--- config.mk ---
export PLATFORM = sky130hd
export DESIGN_NAME = apb_requester
export DESIGN_NICKNAME = d
export VERILOG_FILES = /design/src/rtl/apb_pkg.sv /design/src/rtl/apb_timeout_cnt.sv /design/src/rtl/apb_requester.sv
export SDC_FILE = /design/constraint.sdc
export NUM_CORES = 1
export LEC_CHECK = 0
export BUFFER_PORTS_ARGS = -buffer_cell sky130_fd_sc_hd__clkbuf_2
export CAP_MARGIN = 10
export CORE_MARGIN = 2
export CORE_UTILIZATION = 45
export CTS_BUF_LIST = sky130_fd_sc_hd__clkbuf_8 sky130_fd_sc_hd__clkbuf_16
export DETAILED_ROUTE_END_ITERATION = 16
export GPL_TIMING_DRIVEN = 0
export PLACE_DENSITY_LB_ADDON = 0.15
export RECOVER_POWER = 25
export SYNTH_ARGS = -nofsm -noshare
export SYNTH_HDL_FRONTEND = slang
export SYNTH_HIERARCHICAL = 1
export SYNTH_SLANG_ARGS = --single-unit
--- constraint.sdc ---
create_clock -name pclk -period 1.7 [get_ports pclk]
set_input_delay 0 -clock pclk [delete_from_list [all_inputs] [get_ports pclk]]
set_output_delay 0 -clock pclk [all_outputs]
set_load 0.02 [all_outputs]
--- src/rtl/apb_pkg.sv ---
// Shared APB definitions: FSM state encoding and default bus widths.
package apb_pkg;

    typedef enum logic [1:0] {
        IDLE   = 2'b00,
        SETUP  = 2'b01,
        ACCESS = 2'b10
    } t_apb_state;

    localparam int unsigned APB_ADDR_WIDTH     = 8;
    localparam int unsigned APB_DATA_WIDTH     = 32;
    localparam int unsigned APB_TIMEOUT_CYCLES = 16;

endpackage

--- src/rtl/apb_timeout_cnt.sv ---
// Watchdog counter: expired_o flags the LIMIT-th consecutive enabled cycle.
module apb_timeout_cnt #(
    parameter int unsigned LIMIT = 16
) (
    input  logic clk_i,
    input  logic rst_i,
    input  logic clear_i,
    input  logic count_en_i,
    output logic expired_o
);

    localparam int unsigned CW = $clog2(LIMIT + 1);

    logic [CW-1:0] cnt_q, cnt_d;

    // Flags in the same cycle as the final wait so the abort lands on that edge.
    assign expired_o = count_en_i && (cnt_q == CW'(LIMIT - 1));

    always_comb begin
        cnt_d = cnt_q;
        if (clear_i) begin
            cnt_d = '0;
        end else if (count_en_i && !expired_o) begin
            cnt_d = cnt_q + CW'(1);
        end
    end

    always_ff @(posedge clk_i) begin
        if (rst_i) begin
            cnt_q <= '0;
        end else begin
            cnt_q <= cnt_d;
        end
    end

endmodule

--- src/rtl/apb_requester.sv ---
// APB3 requester: cmd stream -> SETUP/ACCESS transfer -> single-entry response slot.
// Optional ACCESS watchdog enabled by defining APB_TIMEOUT_EN.
module apb_requester
    import apb_pkg::*;
#(
    parameter int unsigned ADDR_WIDTH     = APB_ADDR_WIDTH,
    parameter int unsigned DATA_WIDTH     = APB_DATA_WIDTH,
    parameter int unsigned TIMEOUT_CYCLES = APB_TIMEOUT_CYCLES
) (
    input  logic                  pclk,
    input  logic                  preset,
    input  logic                  cmd_valid,
    output logic                  cmd_ready,
    input  logic                  cmd_write,
    input  logic [ADDR_WIDTH-1:0] cmd_addr,
    input  logic [DATA_WIDTH-1:0] cmd_wdata,
    output logic                  rsp_valid,
    input  logic                  rsp_ready,
    output logic [DATA_WIDTH-1:0] rsp_rdata,
    output logic                  rsp_err,
    output logic [ADDR_WIDTH-1:0] paddr,
    output logic                  psel,
    output logic                  penable,
    output logic                  pwrite,
    output logic [DATA_WIDTH-1:0] pwdata,
    input  logic                  pready,
    input  logic [DATA_WIDTH-1:0] prdata,
    input  logic                  pslverr
);

    t_apb_state            state_q, state_d;
    logic                  psel_q, psel_d;
    logic                  penable_q, penable_d;
    logic                  pwrite_q, pwrite_d;
    logic [ADDR_WIDTH-1:0] paddr_q, paddr_d;
    logic [DATA_WIDTH-1:0] pwdata_q, pwdata_d;
    logic                  rsp_valid_q, rsp_valid_d;
    logic [DATA_WIDTH-1:0] rsp_rdata_q, rsp_rdata_d;
    logic                  rsp_err_q, rsp_err_d;
    logic                  timeout_expired;

`ifdef APB_TIMEOUT_EN
    apb_timeout_cnt #(
        .LIMIT (TIMEOUT_CYCLES)
    ) u_timeout_cnt (
        .clk_i      (pclk),
        .rst_i      (preset),
        .clear_i    (state_q != ACCESS),
        .count_en_i ((state_q == ACCESS) && !pready),
        .expired_o  (timeout_expired)
    );
`else
    assign timeout_expired = 1'b0;
`endif

    assign cmd_ready = (state_q == IDLE) && (!rsp_valid_q || rsp_ready);

    assign psel      = psel_q;
    assign penable   = penable_q;
    assign pwrite    = pwrite_q;
    assign paddr     = paddr_q;
    assign pwdata    = pwdata_q;
    assign rsp_valid = rsp_valid_q;
    assign rsp_rdata = rsp_rdata_q;
    assign rsp_err   = rsp_err_q;

    always_comb begin
        state_d     = state_q;
        psel_d      = psel_q;
        penable_d   = penable_q;
        pwrite_d    = pwrite_q;
        paddr_d     = paddr_q;
        pwdata_d    = pwdata_q;
        rsp_valid_d = rsp_valid_q;
        rsp_rdata_d = rsp_rdata_q;
        rsp_err_d   = rsp_err_q;

        if (rsp_valid_q && rsp_ready) begin
            rsp_valid_d = 1'b0;
        end

        unique case (state_q)
            IDLE: begin
                if (cmd_valid && cmd_ready) begin
                    pwrite_d  = cmd_write;
                    paddr_d   = cmd_addr;
                    pwdata_d  = cmd_wdata;
                    psel_d    = 1'b1;
                    penable_d = 1'b0;
                    state_d   = SETUP;
                end
            end
            SETUP: begin
                penable_d = 1'b1;
                state_d   = ACCESS;
            end
            ACCESS: begin
                // pready wins over a watchdog expiry in the same cycle.
                if (pready) begin
                    rsp_valid_d = 1'b1;
                    rsp_rdata_d = pwrite_q ? '0 : prdata;
                    rsp_err_d   = pslverr;
                    psel_d      = 1'b0;
                    penable_d   = 1'b0;
                    state_d     = IDLE;
                end else if (timeout_expired) begin
                    rsp_valid_d = 1'b1;
                    rsp_rdata_d = '0;
                    rsp_err_d   = 1'b1;
                    psel_d      = 1'b0;
                    penable_d   = 1'b0;
                    state_d     = IDLE;
                end
            end
            default: begin
                psel_d    = 1'b0;
                penable_d = 1'b0;
                state_d   = IDLE;
            end
        endcase
    end

    always_ff @(posedge pclk) begin
        if (preset) begin
            state_q     <= IDLE;
            psel_q      <= 1'b0;
            penable_q   <= 1'b0;
            pwrite_q    <= 1'b0;
            paddr_q     <= '0;
            pwdata_q    <= '0;
            rsp_valid_q <= 1'b0;
            rsp_rdata_q <= '0;
            rsp_err_q   <= 1'b0;
        end else begin
            state_q     <= state_d;
            psel_q      <= psel_d;
            penable_q   <= penable_d;
            pwrite_q    <= pwrite_d;
            paddr_q     <= paddr_d;
            pwdata_q    <= pwdata_d;
            rsp_valid_q <= rsp_valid_d;
            rsp_rdata_q <= rsp_rdata_d;
            rsp_err_q   <= rsp_err_d;
        end
    end

endmodule
# == Word level (Yosys, flattened, before mapping) ==
# Cells that the tools add are included.
# word_totals
regBits,79
inputBits,79
output_inout_bits,78
word_cells,36
# classes
n_eq_ne,4
n_mux,12
bitwise_logic,1
reduce_logical,10
# ops
operator,count
$mux 32,1
$mux 1,6
$pmux 1 s3,2
$pmux 2 s3,1
$reduce_and 2->1,3
$mux 2,2
$logic_and 1x1->1,3
$reduce_and 3->1,1
$eq 2x1->1 const B,1
$eq 2x2->1 const B,1
$logic_not 2->1,1
$ne 2x1->1 const B,1
$ne 2x2->1 const B,1
$logic_not 1->1,1
$logic_or 1x1->1,1
$not 1->1,1

# == Depth between registers and ports, before layout ==
# depth
ltp_word,6
mapped_depth,6
depth_no_buf,3

# == Worst setup path before layout ==
# Ideal clock, no wire load.
# synth_path
path_type,register to register
start,register rsp_valid_q (netlist: rsp_valid)
end,register paddr_q[0] (netlist: paddr[0])
setup_ps,72
arrival_ps,1227
required_time_ps,1628
setup_slack_ps,402
path_stages_with_launch,6
n_path_buf,2
synth_period_minus_slack_ps,1298
path_cell_list,dfxtp_1 nor2b_4 nor4b_2 buf_6 buf_12 mux2i_1
# synth_between
elab_chain_len,5
# synth_rtl
item,line,source
from (decl),apb_requester.sv:37,"logic rsp_valid_q, rsp_valid_d;"
from (signal assigned),apb_requester.sv:141,rsp_valid_q <= rsp_valid_d;
$logic_not 1->1,apb_requester.sv:56,assign cmd_ready = (state_q == IDLE) && (!rsp_valid_q || rsp_ready);
$logic_or 1x1->1,apb_requester.sv:56,
$logic_and 1x1->1,apb_requester.sv:56,
$logic_and 1x1->1,apb_requester.sv:84,if (cmd_valid && cmd_ready) begin
$reduce_and 2->1 (no line),n/a,
to (signal assigned),apb_requester.sv:139,paddr_q <= paddr_d;
to (decl),apb_requester.sv:35,"logic [ADDR_WIDTH-1:0] paddr_q, paddr_d;"
# No other way between the ends.
# A chain may end at the register's enable or synchronous reset.

# == Worst setup path in the final report ==
# layout_path
start,register state_q[0]
end,register rsp_rdata_q[31] (netlist: rsp_rdata[31])
# layout_between
elab_chain_len,2
# layout_rtl
item,line,source
from (decl),apb_requester.sv:31,"t_apb_state state_q, state_d;"
from (signal assigned),apb_requester.sv:135,state_q <= state_d;
$eq 2x2->1,apb_requester.sv:82,unique case (state_q)
$reduce_and 2->1 (no line),n/a,
to (signal assigned),apb_requester.sv:142,rsp_rdata_q <= rsp_rdata_d;
to (decl),apb_requester.sv:38,"logic [DATA_WIDTH-1:0] rsp_rdata_q, rsp_rdata_d;"
# No other way between the ends.

==> flow_metrics.tcl <==
set metrics [dict create \
    clock_latency_ns 0.34 \
    start_util 0.4637 \
    crit_arrival_ns 1.86 \
    antenna_found_initial 0 \
    clk_pin_slew_ns 0.08 \
    startpoint "state_q[0]" \
    tightest_slew_ns 0.4644 \
    grt_pass1_vias 3282 \
    tns_ns 0 \
    die_area_mm2 0.007646 \
    core_area_mm2 0.006756 \
    fin_total_pwr_w 0.004283 \
    end_kind "register" \
    num_vias 3240 \
    required_ns 1.97 \
    routedWlPerCell_um 13.49 \
    r2r-start "state_q[0]" \
    post_synth_instance_area_mm2 0.003133 \
    yosysSeqAreaShare 0.4984 \
    die_w_um 87.44 \
    grt_pass1_wl_mm 14.47 \
    cts.sinks 78 \
    drc 0 \
    synth-seq-cells 78 \
    p_per_area_mw_per_mm2 862.8 \
    first_pass_iters 4 \
    cp_max_fo 7 \
    antennaDiodeCount 0 \
    skew_ns 0.008423 \
    worstSetupPathType "register to register" \
    ant_nets 0 \
    max_slew_margin 0.6904 \
    drv_cap 0 \
    max_freq_ghz 0.6288 \
    vias_per_cell 4.829 \
    cts_buffers 9 \
    grt_max_degree 13 \
    routed_wl_mm 9.053 \
    start_kind "register" \
    hold_violations 0 \
    ys_top_cells_by_area "dfxtp_1 50%, nand2_1 14%, mux2i_1 13%, nand3b_1 7.9%, a21oi_1 5.4%" \
    p_leak_nw 2.196 \
    cts_tree "built" \
    ys_warn_count 6 \
    reg2reg_slack_ns 0.11 \
    timing.final.crit_share 0.9356 \
    drtIter0Drc 120 \
    synth_cell_types 21 \
    die_h_um 87.44 \
    yosysTopAreaCell "dfxtp_1" \
    drv_slew 0 \
    clockRootBuffer "clkbuf_8" \
    final.min_clock_period_ns 1.590 \
    layout.nets 666 \
    setup_violations 0 \
    rsz0062_at_grt "false" \
    cts-htree-levels 3 \
    synthCells 343 \
    drive_gt1_frac 0.2640 \
    syn_avg_cell_area_um2 9.134 \
    cts.path.max_buffers 2 \
    grt_usage 0.2372 \
    io_pins 157 \
    holdCritStartpoint "pready" \
    overflow 0 \
    synth_nets 422 \
    hold_path.class "input port to register" \
    syn_to_final_growth_pct 58.47 \
    dp_hpwl_mm 5.663 \
    rows 30 \
    status "completed" \
    gp_congestion 0.7766 \
    max-vdd-ir-drop_uv 571.5 \
    port_buffers 155 \
    synth_top_area_share 0.4984 \
]
## registers in the layout, indices dropped and copies added, names as in the netlist
signal     count
penable        1
pwdata        32
rsp_valid      1
pwrite         1
rsp_rdata     32
psel           1
state_q        1
rsp_err        1
paddr          8
## area by class of cell
cell class,count,area (um^2)
repair buffers,233,1508
plain buffers,28,217.7
clock buffers,11,151.4
clock inverters,4,70.07
fillers,519,1792
flip-flops and latches,78,1564
inverters,2,7.507
well taps,80,100.1
multi-input cells,235,1346
## cell usage in the layout (no fill, tap or decap), drive strengths merged
cell type / synthesis / final
nand3b: 33 / 33
bufinv: 0 / 2
nor3: 1 / 1
mux2i: 41 / 41
nand2: 116 / 116
nor2b: 1 / 1
nor3b: 1 / 1
clkbuf: 8 / 174
nor2: 3 / 3
dlygate4sd3: 0 / 78
and3b: 1 / 1
o211a: 1 / 1
and2: 1 / 1
dfxtp: 78 / 78
o21ai: 1 / 1
clkinv: 0 / 2
inv: 2 / 2
a21oi: 34 / 34
buf: 20 / 20
nor4b: 1 / 1
## cell families after synthesis
logic type,Yosys count,synth area share
multiplexers,41,0.1310
flip-flops,78,0.4984
AND/OR/NAND/NOR,158,0.2396
buffers and inverters,30,0.07188
AO/OA/AOI/OAI,36,0.05910
## worst paths after layout
path / end / cells past startpoint
worst max-delay path: rsp_rdata[31] / 5
worst min-delay path: penable / 4
worst max register to register: rsp_rdata[31] / 5
worst min register to register: rsp_rdata[22] / 2
## through the flow
step                utilization  cells  hold slack [ns]  area (um^2)  worst slack [ns]
detailed placement       0.5933    578           0.2355         4009            0.3726
global route             0.7348    671          0.05283         4965           0.04495
global placement         0.5933    578           0.2267         4009            0.3871
finish                   0.7348    671          0.02216         4965            0.1095
CTS                      0.7417    671          0.02589         5011           0.06483
floorplan                     -    343           0.1360         3133            0.4019
## per-layer routing
| metal | part of all wire | vias to the layer above | global-route usage |
|---|---|---|---|
| met4 | 0.030 | 0 | 0.1217 |
| met1 | 0.41 | 1468 | 0.2631 |
| met5 | 0 | - | 0 |
| met3 | 0.066 | 28 | 0.05877 |
| li1 | - | 1612 | - |
| met2 | 0.50 | 132 | 0.4167 |
## worst max-delay path: stages, from the launching register on
cell and delay (ns):
dfxtp_2 0.35, and3b_1 0.21, buf_4 0.15, nand3b_1 0.08
a21oi_1 0.14, dlygate4sd3_1 0.58
## synth_stat cells
library cell / number
a21oi_1: 34
and2_1: 1
and3b_1: 1
buf_12: 4
buf_2: 11
buf_4: 1
buf_6: 4
clkbuf_1: 8
dfxtp_1: 78
inv_1: 1
inv_2: 1
mux2i_1: 41
nand2_1: 116
nand3b_1: 33
nor2_1: 3
nor2b_4: 1
nor3_1: 1
nor3b_1: 1
nor4b_2: 1
o211a_1: 1
o21ai_0: 1
## report_power, final
group | switching [W] | internal, W | total [W]
combinational | 0.000393 | 0.000388 | 0.000781
sequential | 0.0000550 | 0.00192 | 0.00198
clock | 0.000632 | 0.000894 | 0.00153
total | 0.00108 | 0.00320 | 0.00428
## what timing repair did
| item | 4_1_cts | 5_1_grt |
|---|---|---|
| setup endpoints to repair | 0 | 2 |
| hold endpoints to repair | 75 | 0 |
| setup buffers | 0 | 0 |
| hold buffers | 78 | 0 |
| gates resized for setup | 0 | 2 |
Power figures use the tool's default switching activity.
